`config.mk`:
```
export PLATFORM = sky130hd
export DESIGN_NAME = pipe_ctrl
export DESIGN_NICKNAME = d
export VERILOG_FILES = /design/src/rtl/pipe_ctrl_pkg.sv /design/src/rtl/pipe_ctrl.sv
export SDC_FILE = /design/constraint.sdc
export NUM_CORES = 1
export LEC_CHECK = 0
export BUFFER_PORTS_ARGS = -buffer_cell sky130_fd_sc_hd__buf_4
export CAP_MARGIN = 15
export CELL_PAD_IN_SITES_DETAIL_PLACEMENT = 0
export CELL_PAD_IN_SITES_GLOBAL_PLACEMENT = 1
export CORE_UTILIZATION = 39
export DETAILED_ROUTE_END_ITERATION = 7
export GPL_ROUTABILITY_DRIVEN = 0
export PLACE_DENSITY_LB_ADDON = 0.1
export SKIP_LAST_GASP = 1
export SLEW_MARGIN = 20
export SYNTH_ARGS = -nofsm -noshare
export SYNTH_HDL_FRONTEND = slang
export SYNTH_SLANG_ARGS = --single-unit
```
`constraint.sdc`:
```
create_clock -name clk -period 3.32 [get_ports clk]
set_clock_uncertainty 0.2 [all_clocks]
set_input_delay 0.166 -clock clk [delete_from_list [all_inputs] [get_ports clk]]
set_output_delay 0.166 -clock clk [all_outputs]
set_load 0.02 [all_outputs]
```
`src/rtl/pipe_ctrl_pkg.sv`:
```
// Shared pipeline controller definitions: stage indices, FSM states, reset vector.
package pipe_ctrl_pkg;

  localparam int unsigned STG_IF  = 0;
  localparam int unsigned STG_ID  = 1;
  localparam int unsigned STG_EX  = 2;
  localparam int unsigned STG_MEM = 3;
  localparam int unsigned STG_WB  = 4;

  localparam logic [31:0] EXC_VECTOR_DEFAULT = 32'hBFC0_0380;

  typedef enum logic {
    ST_IDLE  = 1'b0,
    ST_DRAIN = 1'b1
  } ctrl_state_t;

endpackage

```
`src/rtl/pipe_ctrl.sv`:
```
// Central pipeline controller: stall/flush merge, exception/ERET redirect
// sequencing with fetch drain, and a saturating stall-cycle counter.
module pipe_ctrl
  import pipe_ctrl_pkg::*;
#(
  parameter logic [31:0] EXC_VECTOR = EXC_VECTOR_DEFAULT,
  parameter int unsigned CNT_W      = 32
) (
  input  logic             clk,
  input  logic             rst_n,
  input  logic             if_stallreq_i,
  input  logic             id_stallreq_i,
  input  logic             ex_stallreq_i,
  input  logic             mem_stallreq_i,
  input  logic             if_busy_i,
  input  logic             mem_exc_i,
  input  logic             mem_eret_i,
  input  logic [31:0]      cp0_epc_i,
  output logic [4:0]       stall_o,
  output logic [4:0]       flush_o,
  output logic             redirect_en_o,
  output logic [31:0]      redirect_pc_o,
  output logic [CNT_W-1:0] stall_cnt_o
);

  ctrl_state_t state;

  // Stall/flush merge: redirect handling overrides stall requests; otherwise the
  // highest requesting stage stalls itself and everything upstream and bubbles
  // the next stage. WB is never flushed so a MEM stall produces no flush.
  always_comb begin
    stall_o = '0;
    flush_o = '0;
    if (rst_n) begin
      if (state == ST_DRAIN || mem_exc_i || mem_eret_i) begin
        flush_o[STG_MEM:STG_IF] = '1;
      end else if (mem_stallreq_i) begin
        stall_o[STG_MEM:STG_IF] = '1;
      end else if (ex_stallreq_i) begin
        stall_o[STG_EX:STG_IF] = '1;
        flush_o[STG_MEM]       = 1'b1;
      end else if (id_stallreq_i) begin
        stall_o[STG_ID:STG_IF] = '1;
        flush_o[STG_EX]        = 1'b1;
      end else if (if_stallreq_i) begin
        stall_o[STG_IF] = 1'b1;
        flush_o[STG_ID] = 1'b1;
      end
      flush_o[STG_WB] = 1'b0;
    end
  end

  // Redirect strobe fires in the first DRAIN cycle where the fetch unit is idle.
  always_comb begin
    redirect_en_o = rst_n && (state == ST_DRAIN) && !if_busy_i;
  end

  // Redirect FSM: capture target on exc/eret in IDLE, hold in DRAIN until fetch drains.
  always_ff @(posedge clk or negedge rst_n) begin
    if (!rst_n) begin
      state         <= ST_IDLE;
      redirect_pc_o <= '0;
    end else begin
      case (state)
        ST_IDLE: begin
          if (mem_exc_i || mem_eret_i) begin
            state         <= ST_DRAIN;
            redirect_pc_o <= mem_exc_i ? EXC_VECTOR : cp0_epc_i;
          end
        end
        ST_DRAIN: begin
          if (!if_busy_i) state <= ST_IDLE;
        end
        default: state <= ST_IDLE;
      endcase
    end
  end

  // Saturating count of cycles with any stage stalled.
  always_ff @(posedge clk or negedge rst_n) begin
    if (!rst_n) begin
      stall_cnt_o <= '0;
    end else if ((|stall_o) && (stall_cnt_o != '1)) begin
      stall_cnt_o <= stall_cnt_o + 1'b1;
    end
  end

endmodule

```
# Word-level counts from Yosys, hierarchy flattened
# Index checks and enable logic that the tools add are counted.
[classes]
n_addsub = 1
eq_ne = 1
n_mux = 19
bitwise_logic = 1
reduce_logical = 9
[ops]
columns = ["operator", "n"]
rows = [
  ["adder 32 x 1 -> 32 bit, second input constant", 1],
  ["two-way mux 32 bit", 1],
  ["inequality test 32 bit, second input constant", 1],
  ["two-way mux 4 bit", 3],
  ["two-way mux 1 bit", 9],
  ["two-way mux 3 bit", 3],
  ["two-way mux 2 bit", 2],
  ["OR reduction 4 bit", 1],
  ["logical AND 1 bit", 3],
  ["logical OR 1 bit", 3],
  ["case mux 1 bit (2 select lines)", 1],
  ["AND reduction 2 bit", 1],
  ["zero test 1 bit", 1],
  ["NOT 1 bit", 1],
]
[word_totals]
reg_bits = 65
in_bits = 41

# Depth between registers and ports, before layout
[depth]
depth_word = 8
mapped_depth = 7
depth_no_buf = 6

# Worst setup path after synthesis
# No wires, ideal clock.
[synth_timing]
kind = "register to register"
from = "register stall_cnt_o[23]"
to = "register stall_cnt_o[8]"
setup_ns = 0.136
arrival_time_ns = 1.926
path_slack_ns = 1.059
stages_incl_launch_ff = 8
synth_period_minus_slack_ns = 2.261
path_cell_list = "dfrtp_1 -> nand4_1 -> or4_1 -> buf_2 -> o21ai_4 -> buf_6 -> nor3_1 -> xor2_1"
[synth_via]
elab_chain_len = 2
[synth_rtl]
columns = ["element", "line", "rtl"]
rows = [
  ["start: declaration", "pipe_ctrl.sv:23", "output logic [CNT_W-1:0] stall_cnt_o"],
  ["start signal: assignment", "pipe_ctrl.sv:84", "stall_cnt_o <= stall_cnt_o + 1'b1;"],
  ["inequality test 32 bit", "pipe_ctrl.sv:83", "end else if ((|stall_o) && (stall_cnt_o != '1)) begin"],
  ["logical AND 1 bit", "pipe_ctrl.sv:83", ""],
]
# Every way passes these cells.
# A chain may end at the register's enable or synchronous reset.

# Worst setup path after layout
[layout_timing]
from = "input rst_n"
to = "output flush_o[1]"
[layout_via]
elab_chain_len = 1
[layout_rtl]
columns = ["element", "line", "rtl"]
rows = [
  ["start: declaration", "pipe_ctrl.sv:10", "input logic rst_n,"],
  ["two-way mux 4 bit", "pipe_ctrl.sv:34", "if (rst_n) begin"],
  ["end: declaration", "pipe_ctrl.sv:20", "output logic [4:0] flush_o,"],
]
# Every way passes these cells.

==> out/results.tsv <==
metric	value	unit
status	completed	
syn_area_per_cell	10.0	sq um
Final nets	496	
commonest cells in the synthesized netlist	65 x dfrtp_1, 49 x nand2_1, 32 x o21ai_0, 26 x nor2_1, 21 x nand2b_1	
GRT Overall Usage	19.5	%
final setup fails	0	
post-synthesis cell type count	37	
RSZ-0062 raised after global routing	false	
Pleak	2.19	nW
EDFF count, synth	0	
Synth Area in Compound Gates	7.77	%
worst-margin pin slew	0.995	ns
Fin. Hold Viols	0	
fraction of registers with async set/reset	100	%
initial antenna violation count	0	
CTS buffer count	9	
Synth Area in Adders	0.405	%
largest family of logic cells by synthesized area	simple AND/OR/NAND/NOR gates	
CP max FO	45	
Die Wd	91.1	um
pre-CTS WS	0.881	ns
count leader, synth	dfrtp_1	
remaining global-route overflow	0	
Fin Setup TNS	0	ns
die height	91.1	um
Power Density	468	nW/um^2
fmax	394	MHz
post-synthesis simple-gate area fraction	27.1	%
Hold Path Class	in2reg	
drt wl/cell	13.6	um
final setup margin	0.781	ns
Port Buffers	113	
largest net degree at the start of global routing	46	
htree depth	3	
Remaining DRCs	0	
Initial Utilization	40.2	%
Critical Path AT	2.17	ns
first-pass GRT wire length	12700	um
CTS Sinks	65	
Ant. Diodes	0	
Post-CTS Resized	0	
synthesized area	3090	sq um
CTS max path bufs	2	
setup bufs post-CTS	0	
synthesized instance count	309	
post-DP HPWL	5290	um
Syn. warnings	0	
Clk pin slew, worst setup/hold paths	0.06	ns
final worst-path cycle share	76.5	%
worst r2r path cells	5	
Synth area leader	dfrtp_1	
ranking of synthesized cells by area	dfrtp_1 53%, nand2_1 5.9%, o21ai_0 5.2%	
P&R area growth vs syn	47.7	%
max-cap violations	0	
final WL	7650	um
post-synth top area share	52.6	%
crit end category	primary output	
Die ar.	8290	sq um
Starting DRT DRC Count	61	
mux share of post-synthesis cell area	0	%
vias in the first global route	2588	
Final Max Tran Viols	0	
DR vias	2649	
WHS Path Cells	3	
via/cell ratio	4.72	
Hold-fix buffers, CTS	34	
required time of the critical path	2.95	ns
CP Launch Type	primary input	
drt pass-1 iters	4	
Core Util, Final	59.4	%
io pins	116	
Rel. slew slack	33.0	%
Antenna Nets Post-Route	0	
maximum vdd drop	0.220	mV
post-synthesis sequential area ratio	52.6	%
clock root buffer	clkbuf_8	
WS Path Type	in2out	
FF+latch count, synth	65	
worst skew pair latency	0.33	ns
dominant synthesized flop cell	dfrtp_1	
core area	7690	sq um
share of layout cells above drive strength 1	32.2	%
row cnt	32	
Post-Synth XOR/XNOR Area	8.78	%
total power	2.14	mW
CTS tree	built	
fin crit period	2.54	ns
## critical path, stage by stage
cell,delay (ns)
dlygate4sd3_1,0.53
buf_4,0.12
buf_4,0.32
buf_4,0.54
a21boi_0,0.28
buf_4,0.19
## power by group
group | switching (mW) | leakage (nW) | internal, mW | total [mW]
Combinational | 0.271 | 1.24 | 0.227 | 0.498
Clock | 0.288 | 0.107 | 0.408 | 0.697
Sequential | 0.0644 | 0.846 | 0.880 | 0.944
## path summary, 6_finish.rpt
path / startpoint / end / slack (ns)
setup reg to reg: stall_cnt_o[23] / stall_cnt_o[15] / 0.86
setup / recovery: rst_n / flush_o[1] / 0.78
min in group asynchronous: rst_n / stall_cnt_o[22] / 0.20
hold reg to reg: redirect_pc_o[1] / redirect_pc_o[1] / 0.28
hold / removal: mem_eret_i / state / 0.02
max in group asynchronous: rst_n / redirect_pc_o[2] / 1.84
## cell usage in the layout, fill, tap and decap left out, types with 9 or more instances in the layout
cell type        n
nand4_1         15
buf_4          116
nand3_1          9
xor2_1          17
clkbuf_8        12
xnor2_1         14
dfrtp_1         65
nor2_1          26
dlygate4sd3_1   34
o21ai_0         32
nand2b_1        21
nand2_1         49
## routing by layer
layer	track usage [%]	wire length [um]	vias up
met3	5.53	410	7
li1	-	-	1326
met2	29.9	3580	68
met5	0	0	-
met1	26.5	3570	1248
met4	6.75	95	0
## flip-flops by register name (all words and copies together), names as in the netlist
| register | cells |
|---|---|
| redirect_pc_o | 32 |
| stall_cnt_o | 32 |
| state | 1 |
## cells by family (layout without fill, tap and decap cells)
logic type                 Yosys count  after routing
other                                1              2
AOI/OAI and AO/OA                   40             40
and+or+nand+nor                    151            151
xor gates and xnor gates            31             31
adders and majority gates            1              1
buffers and inverters               20            169
DFF                                 65             65
## layout make-up
type	count	area (sq um)
multi-input cells	225	1380
repair buffers	150	1210
well taps	102	128
flip-flops and latches	65	1630
fillers	728	3120
clock inverters	2	35.0
clock buffers	14	173
inverters	3	11.3
## metrics by stage
step / instances / cell area [sq um] / hold slack (ns)
after floorplan: 310 / 3100 / -0.330
after global placement: 511 / 4020 / 0.0251
after detailed placement: 511 / 4020 / 0.0179
after CTS: 561 / 4570 / 0.0195
after global routing: 561 / 4570 / 0.0316
final: 561 / 4570 / 0.0242
Note: power is estimated with default switching activity, not from simulation.
